===== src/rtl/reg_hazard_scoreboard_pkg.sv =====
`default_nettype none
// ============================================================================
// Module      : reg_hazard_scoreboard_pkg
// Description : Shared types and constants for the register hazard scoreboard.
//               Holds the register-ID width, the special IDs, the forward
//               select encoding and the pipe-entry record.
// Revision    : 1.0 - initial release
// ============================================================================
package reg_hazard_scoreboard_pkg;

    localparam int REG_ID_W = 7;

    localparam logic [REG_ID_W-1:0] HILO_ID  = REG_ID_W'(33);
    localparam logic [REG_ID_W-1:0] REG_ZERO = '0;

    localparam logic [1:0] FWD_RF  = 2'd0;
    localparam logic [1:0] FWD_EX  = 2'd1;
    localparam logic [1:0] FWD_MEM = 2'd2;
    localparam logic [1:0] FWD_WB  = 2'd3;

    // One in-flight instruction: valid, destination ID, produced by a load.
    typedef struct packed {
        logic                v;
        logic [REG_ID_W-1:0] wr;
        logic                ld;
    } pipe_entry_t;

    // An entry supplies a source only when it is live, writes a real register
    // and the source itself names a real register.
    function automatic logic entry_match(input pipe_entry_t e,
                                         input logic [REG_ID_W-1:0] s);
        return e.v && (e.wr != REG_ZERO) && (e.wr == s) && (s != REG_ZERO);
    endfunction

endpackage
`default_nettype wire


===== src/rtl/reg_hazard_scoreboard_if.sv =====
`default_nettype none
// ============================================================================
// Module      : reg_hazard_scoreboard_if
// Description : Decode-to-scoreboard interface. The master side is decode /
//               pipeline control, the slave side is the scoreboard.
//               Optional macro HAZARD_STATS_EN adds the stall counters.
// Revision    : 1.0 - initial release
// ============================================================================
interface reg_hazard_scoreboard_if;
    import reg_hazard_scoreboard_pkg::*;

    logic                id_valid;
    logic [REG_ID_W-1:0] id_rr1;
    logic [REG_ID_W-1:0] id_rr2;
    logic [REG_ID_W-1:0] id_wr;
    logic                id_is_load;
    logic                id_is_md;
    logic                flush;
    logic                stall;
    logic [1:0]          fwd_a;
    logic [1:0]          fwd_b;
    logic                md_busy;
`ifdef HAZARD_STATS_EN
    logic [31:0]         stall_cnt;
    logic [31:0]         md_stall_cnt;
`endif

    modport master (
        output id_valid, id_rr1, id_rr2, id_wr, id_is_load, id_is_md, flush,
        input  stall, fwd_a, fwd_b, md_busy
`ifdef HAZARD_STATS_EN
        , input stall_cnt, md_stall_cnt
`endif
    );

    modport slave (
        input  id_valid, id_rr1, id_rr2, id_wr, id_is_load, id_is_md, flush,
        output stall, fwd_a, fwd_b, md_busy
`ifdef HAZARD_STATS_EN
        , output stall_cnt, md_stall_cnt
`endif
    );

endinterface
`default_nettype wire


===== src/rtl/reg_hazard_scoreboard_fwd_match.sv =====
`default_nettype none
// ============================================================================
// Module      : reg_hazard_scoreboard_fwd_match
// Description : Matches one source register ID against the EX/MEM/WB entries
//               and priority-encodes the forward select (youngest wins).
//               Also flags a hit on a load still sitting in EX.
// Revision    : 1.0 - initial release
// ============================================================================
module reg_hazard_scoreboard_fwd_match
    import reg_hazard_scoreboard_pkg::*;
(
    input  wire logic [REG_ID_W-1:0] i_src,
    input  wire pipe_entry_t         i_ex,
    input  wire pipe_entry_t         i_mem,
    input  wire pipe_entry_t         i_wb,
    output logic [1:0]               o_sel,
    output logic                     o_ld_hit
);

    logic w_ex_hit;
    logic w_mem_hit;
    logic w_wb_hit;
    logic w_unused_ld;

    assign w_ex_hit  = entry_match(i_ex,  i_src);
    assign w_mem_hit = entry_match(i_mem, i_src);
    assign w_wb_hit  = entry_match(i_wb,  i_src);

    // Only the EX entry can cause a load-use stall; older loads have data.
    assign w_unused_ld = i_mem.ld | i_wb.ld;

    // Youngest producer wins: EX over MEM over WB, otherwise the regfile.
    always_comb begin
        o_sel    = FWD_RF;
        o_ld_hit = 1'b0;
        if (w_ex_hit) begin
            o_sel    = FWD_EX;
            o_ld_hit = i_ex.ld;
        end else if (w_mem_hit) begin
            o_sel = FWD_MEM;
        end else if (w_wb_hit) begin
            o_sel = FWD_WB;
        end
    end

endmodule
`default_nettype wire


===== src/rtl/reg_hazard_scoreboard.sv =====
`default_nettype none
// ============================================================================
// Module      : reg_hazard_scoreboard
// Description : Decode-stage hazard unit for the 5-stage MIPS core. Tracks
//               in-flight destinations through EX/MEM/WB, produces operand
//               forward selects, the load-use / HI-LO stall and md_busy.
//               Optional macro HAZARD_STATS_EN adds stall statistics.
// Revision    : 1.0 - initial release
// ============================================================================
module reg_hazard_scoreboard
    import reg_hazard_scoreboard_pkg::*;
#(
    parameter int MD_LATENCY = 4
)
(
    input  wire logic               clk,
    input  wire logic               rst,
    reg_hazard_scoreboard_if.slave  sb
);

    localparam logic [3:0] c_md_load = 4'(MD_LATENCY);

    pipe_entry_t r_ex;
    pipe_entry_t r_mem;
    pipe_entry_t r_wb;
    logic [3:0]  r_md_cnt;

    logic w_ld_hit_a;
    logic w_ld_hit_b;
    logic w_md_busy;
    logic w_hilo_src;
    logic w_md_stall;
    logic w_lu_stall;
    logic w_stall;
    logic w_md_issue;

    reg_hazard_scoreboard_fwd_match u_match_a (
        .i_src    (sb.id_rr1),
        .i_ex     (r_ex),
        .i_mem    (r_mem),
        .i_wb     (r_wb),
        .o_sel    (sb.fwd_a),
        .o_ld_hit (w_ld_hit_a)
    );

    reg_hazard_scoreboard_fwd_match u_match_b (
        .i_src    (sb.id_rr2),
        .i_ex     (r_ex),
        .i_mem    (r_mem),
        .i_wb     (r_wb),
        .o_sel    (sb.fwd_b),
        .o_ld_hit (w_ld_hit_b)
    );

    assign w_md_busy  = (r_md_cnt != 4'd0);
    assign w_hilo_src = (sb.id_rr1 == HILO_ID) || (sb.id_rr2 == HILO_ID);

    // HI/LO not ready: block readers of HI/LO and any second MULTU/DIVU.
    assign w_md_stall = w_md_busy && sb.id_valid && (w_hilo_src || sb.id_is_md);
    assign w_lu_stall = sb.id_valid && (w_ld_hit_a || w_ld_hit_b);

    // A redirect discards the decode slot, so nothing there can stall.
    assign w_stall    = !sb.flush && (w_lu_stall || w_md_stall);
    assign w_md_issue = sb.id_valid && sb.id_is_md && !w_stall && !sb.flush;

    assign sb.stall   = w_stall;
    assign sb.md_busy = w_md_busy;

    // Shift the destination tracker; stalled or flushed decode enters EX as a bubble.
    always_ff @(posedge clk) begin
        if (rst) begin
            r_ex  <= '0;
            r_mem <= '0;
            r_wb  <= '0;
        end else begin
            r_wb  <= r_mem;
            r_mem <= r_ex;
            if (w_stall || sb.flush || !sb.id_valid) begin
                r_ex <= '0;
            end else begin
                r_ex <= '{v: 1'b1, wr: sb.id_wr, ld: sb.id_is_load};
            end
        end
    end

    // Multiply/divide busy countdown, reloaded on each accepted MULTU/DIVU.
    always_ff @(posedge clk) begin
        if (rst) begin
            r_md_cnt <= 4'd0;
        end else if (w_md_issue) begin
            r_md_cnt <= c_md_load;
        end else if (w_md_busy) begin
            r_md_cnt <= r_md_cnt - 4'd1;
        end
    end

`ifdef HAZARD_STATS_EN
    logic [31:0] r_stall_cnt;
    logic [31:0] r_md_stall_cnt;

    // Free-running stall statistics; wrap naturally at 2^32.
    always_ff @(posedge clk) begin
        if (rst) begin
            r_stall_cnt    <= 32'd0;
            r_md_stall_cnt <= 32'd0;
        end else begin
            if (w_stall) begin
                r_stall_cnt <= r_stall_cnt + 32'd1;
            end
            if (w_stall && w_md_stall) begin
                r_md_stall_cnt <= r_md_stall_cnt + 32'd1;
            end
        end
    end

    assign sb.stall_cnt    = r_stall_cnt;
    assign sb.md_stall_cnt = r_md_stall_cnt;
`endif

endmodule
`default_nettype wire

===== src/flat_wrapper.sv =====
// flat-port wrapper written by rule: the top's interface ports become plain ports
module reg_hazard_scoreboard_flat import reg_hazard_scoreboard_pkg::*;
#(
    parameter int MD_LATENCY = 4
)
  (clk, rst, sb_id_valid, sb_id_rr1, sb_id_rr2, sb_id_wr, sb_id_is_load, sb_id_is_md, sb_flush, sb_stall, sb_fwd_a, sb_fwd_b, sb_md_busy);
  reg_hazard_scoreboard_if sb_i ();
  input  wire logic clk;
  input  wire logic rst;
  input wire logic [$bits(sb_i.id_valid)-1:0] sb_id_valid;
  input wire logic [$bits(sb_i.id_rr1)-1:0] sb_id_rr1;
  input wire logic [$bits(sb_i.id_rr2)-1:0] sb_id_rr2;
  input wire logic [$bits(sb_i.id_wr)-1:0] sb_id_wr;
  input wire logic [$bits(sb_i.id_is_load)-1:0] sb_id_is_load;
  input wire logic [$bits(sb_i.id_is_md)-1:0] sb_id_is_md;
  input wire logic [$bits(sb_i.flush)-1:0] sb_flush;
  output wire logic [$bits(sb_i.stall)-1:0] sb_stall;
  output wire logic [$bits(sb_i.fwd_a)-1:0] sb_fwd_a;
  output wire logic [$bits(sb_i.fwd_b)-1:0] sb_fwd_b;
  output wire logic [$bits(sb_i.md_busy)-1:0] sb_md_busy;
  assign sb_i.id_valid = sb_id_valid;
  assign sb_i.id_rr1 = sb_id_rr1;
  assign sb_i.id_rr2 = sb_id_rr2;
  assign sb_i.id_wr = sb_id_wr;
  assign sb_i.id_is_load = sb_id_is_load;
  assign sb_i.id_is_md = sb_id_is_md;
  assign sb_i.flush = sb_flush;
  assign sb_stall = sb_i.stall;
  assign sb_fwd_a = sb_i.fwd_a;
  assign sb_fwd_b = sb_i.fwd_b;
  assign sb_md_busy = sb_i.md_busy;
  reg_hazard_scoreboard #(.MD_LATENCY(MD_LATENCY)) u_core (.clk(clk), .rst(rst), .sb(sb_i));
endmodule

===== config.mk =====
export PLATFORM = sky130hd
export DESIGN_NAME = reg_hazard_scoreboard_flat
export DESIGN_NICKNAME = d
export VERILOG_FILES = /design/src/rtl/reg_hazard_scoreboard_pkg.sv /design/src/rtl/reg_hazard_scoreboard_if.sv /design/src/rtl/reg_hazard_scoreboard_fwd_match.sv /design/src/rtl/reg_hazard_scoreboard.sv /design/src/flat_wrapper.sv
export SDC_FILE = /design/constraint.sdc
export NUM_CORES = 1
export LEC_CHECK = 0
export ABC_AREA = 1
export CORE_MARGIN = 4
export CORE_UTILIZATION = 56
export DETAILED_ROUTE_END_ITERATION = 16
export PLACE_DENSITY_LB_ADDON = 0.08
export SLEW_MARGIN = 10
export SYNTH_ARGS = -nofsm -noshare
export SYNTH_HDL_FRONTEND = slang
export SYNTH_SLANG_ARGS = --single-unit

===== constraint.sdc =====
create_clock -name clk -period 2.4 [get_ports clk]
set_clock_uncertainty 0.1 [all_clocks]
set_input_delay 0.48 -clock clk [delete_from_list [all_inputs] [get_ports clk]]
set_output_delay 0.48 -clock clk [all_outputs]
set_load 0.01 [all_outputs]

==> results.toml <==
[outcome]
status = "completed"

[cells_and_area]
fin_nets = 333
area_growth_pct = 28.0
drive_gt1_share_pct = 23.9
fin_area_um2 = 2250
multi_input_area_um2 = 1020
utilization_pct = 74.3
seq_area_um2 = 588
n_fill_cell = 258
antenna_cells = 0
fin_cells = 349

[worst_setup_path]
start_kind = "input port"
required_ns = 1.82
r2r_cells = 10
reg2reg_slack_ns = 0.81
path_common_cell = "nand2_1"
crit_path_cell_trace = "dlygate4sd2_1 -> inv_2 -> buf_4 -> nand2_1 -> a21oi_1 -> nand4_1 -> nand2_1 -> nand2_1 -> dlygate4sd2_1"
crit_type = "in2out"
crit_arrival_ns = 1.74
endpoint_kind = "output pin"
crit_path_max_fanout = 5
r2r_end = "u_core.r_ex[8]$_SDFF_PP0_"
r2r-start = "u_core.r_ex[3]$_SDFF_PP0_"
crit_slowest_cell = "dlygate4sd2_1"
cp_slowest_stage_delay_ns = 0.30

[die]
chipWidth_um = 64.0
fp.dieArea_um2 = 4100
rows = 20
ioPinCount = 33
start_util_pct = 58.1
core_area_um2 = 3030
die_y_um = 64.0

[synth]
synth.avg_cell_area_um2 = 6.81
synth_cell_types = 26
yosys-mux-area-fraction_pct = 0
async_reset_ff_share_pct = 0
synth_compound_area_share_pct = 3.84
synth_edf_count = 0
ys_ff_latch = 29
synth-xor-area-share_pct = 14.4
synth_flop_cell = "dfxtp_1"
synth_area_um2 = 1760
synth_warnings = 0
ys_seq_area_share_pct = 33.0
syn_inst = 258
synth_nets = 286
synth_top_family_by_area = "simple AND/OR/NAND/NOR gates"
yosys.area_share.simple_pct = 36.7
synth_fa_ha_area_share_pct = 0.712

[pwr]
vdd_ir_drop_max_v = 0.000397
combPwrFrac_pct = 33.1
p_sw_share_pct = 32.2
leakage_nw = 1.04
powerDensity_nw_per_um2 = 562
p_int_mw = 0.857
power.share.clock_pct = 23.2
power.switching_mw = 0.407
seq_power_share_pct = 43.7

[place]
dpl.hpwl_mm = 3.30
place_inst = 341
gp_routability_congestion = 0.952
numPortBuffers = 32
place_ws_ns = -0.582
placed_area_um2 = 2200

[global_route]
grt_max_degree = 18
grt_pass1_wl_mm = 7.12
track_usage_pct = 22.6
grt.overflow.total = 0
grt_pass1_vias = 1613
antenna_found_initial = 0

[timing]
grt_setup_unrepaired = "false"
period_needed_ns = 2.32
fmax_mhz = 430
finalSetupViolations = 0
hold_violations = 0
fin_crit_sh_pct = 96.8
finalMaxSlewViolations = 0
relSlewSlack_pct = 83.2
setup_ws_ns = 0.0761
worst_slew_pin_slew_ns = 0.252

[clock_tree]
htree_levels = 2
clkSlewWorstSetupHoldPaths_ns = 0.08
clk_latency_ns = 0.32
numClockSinks = 29
clockBufferDepth = 2
tritoncts = "built"
cts_buffers = 5
clock-root-buffer = "clkbuf_4"

[routing]
drt-pass1-iter-count = 4
post_drt_via_cell_ratio = 4.79
drt_wl_total_mm = 3.99
postRouteAntennaNets = 0
drcViolationCount = 0
num_vias = 1670
wl_per_cell_um = 11.4
drtIter0Drc = 100

[run]
cap_violations = 0

[min_path]
min_from = "u_core.r_ex[8]$_SDFF_PP0_"
min_delay_path_depth = 2
whs_endpoint = "u_core.r_mem[8]$_SDFF_PP0_"
hp-class = "reg2reg"
## registers in the layout, indices dropped and copies added, names as in the netlist
| name | count |
|---|---|
| u_core.r_wb | 8 |
| u_core.r_ex | 9 |
| u_core.r_mem | 8 |
| u_core.r_md_cnt | 4 |
## final cells by class
class,count,area share (%)
clock buffers,7,2.45
repair buffers,45,16.1
multi-input cells,178,45.2
inverters,46,7.67
flip-flops and latches,29,26.1
well taps,44,2.45
## layer usage
layer	wire, µm	share of wire, %	global-route usage [%]
met1	1790	45	27.9
met2	1850	46	36.3
met3	273	6.8	6.85
met4	81	2.0	9.70
met5	0	0	0
## synth_stat cells, types with 2 or more instances
| cell | instances | area share [%] |
|---|---|---|
| a21oi_1 | 3 | 0.85 |
| nor2_1 | 44 | 9.4 |
| nand3_2 | 2 | 1.1 |
| buf_2 | 3 | 0.85 |
| inv_1 | 41 | 8.8 |
| nand2_1 | 49 | 10 |
| nand3_1 | 9 | 2.6 |
| dfxtp_1 | 29 | 33 |
| nand4_4 | 2 | 2.4 |
| xnor2_1 | 23 | 11 |
| nand2_2 | 3 | 1.1 |
| o21ai_0 | 6 | 1.7 |
| nand4_1 | 7 | 2.5 |
| nand3b_1 | 2 | 0.85 |
| nor2_2 | 10 | 3.6 |
| nor3_1 | 6 | 1.7 |
| xor2_1 | 6 | 3.0 |
| inv_2 | 5 | 1.1 |
## power groups by stage
stage | Combinational [mW] | Clock, mW | Sequential, mW
after global placement | 0.407 | 0 | 0.561
after global routing | 0.486 | 0.329 | 0.559
after floorplan | 0.267 | 0 | 0.556
final | 0.419 | 0.293 | 0.553
after detailed placement | 0.412 | 0 | 0.562
after CTS | 0.411 | 0.303 | 0.551
## worst max-delay path by stage
stage	start	endpoint	slack (ns)	cells after the start
6_report	sb_id_rr2[1]	sb_fwd_b[0]	0.08	9
3_3_place_gp	sb_id_rr1[1]	sb_fwd_a[1]	-0.55	8
2_1_floorplan	sb_id_rr2[0]	sb_fwd_b[1]	0.36	7
4_1_cts	sb_id_rr1[1]	sb_stall	0.004	13
5_1_grt	u_core.r_mem[3]$_SDFF_PP0_	sb_fwd_b[0]	0.005	8
3_5_place_dp	sb_id_rr2[6]	sb_fwd_b[1]	-0.58	8
## timing repair
action                                  in CTS  in global routing
hold buffers                                 0                  0
gates resized for setup                     39                 31
pin swaps                                    1                  5
cloned                                       0                  0
buffers inserted                             0                  1
endpoints found under the setup margin       5                  6
## stage by stage
step	power (mW)	hold WS (ns)	setup TNS (ns)
final	1.26	0.361	0
after global placement	0.968	0.334	-2.63
after global routing	1.37	0.383	0
after detailed placement	0.974	0.331	-2.74
after CTS	1.26	0.357	0
after floorplan	0.823	0.300	0
## logic make-up after synthesis
logic type | count (synthesis)
XOR/XNOR | 29
adder cells (fa/ha/maj) | 1
flip-flops | 29
AO/OA/AOI/OAI | 12
AND/OR/NAND/NOR | 136
buffers and inverters | 51
## worst max-delay path: cells and delay by family
family	cells	cell delay, ns
compound gates	1	0.14
buf+inv	4	0.77
simple gates	4	0.33
## placed cells by master (no fill, tap or decap), drive strengths merged
master	netlist	routed
a21boi	1	1
a21oi	3	3
buf	4	14
clkbuf	1	17
clkdlybuf4s15	0	4
clkdlybuf4s50	0	13
dfxtp	29	29
dlygate4sd2	0	4
ha	1	1
inv	46	46
nand2	53	53
nand3	11	11
nand3b	2	2
nand4	9	9
nor2	54	54
nor3	6	6
o211ai	1	1
o21ai	6	6
o31ai	1	1
or2	1	1
xnor2	23	23
xor2	6	6
(Power assumes the default switching activity.)
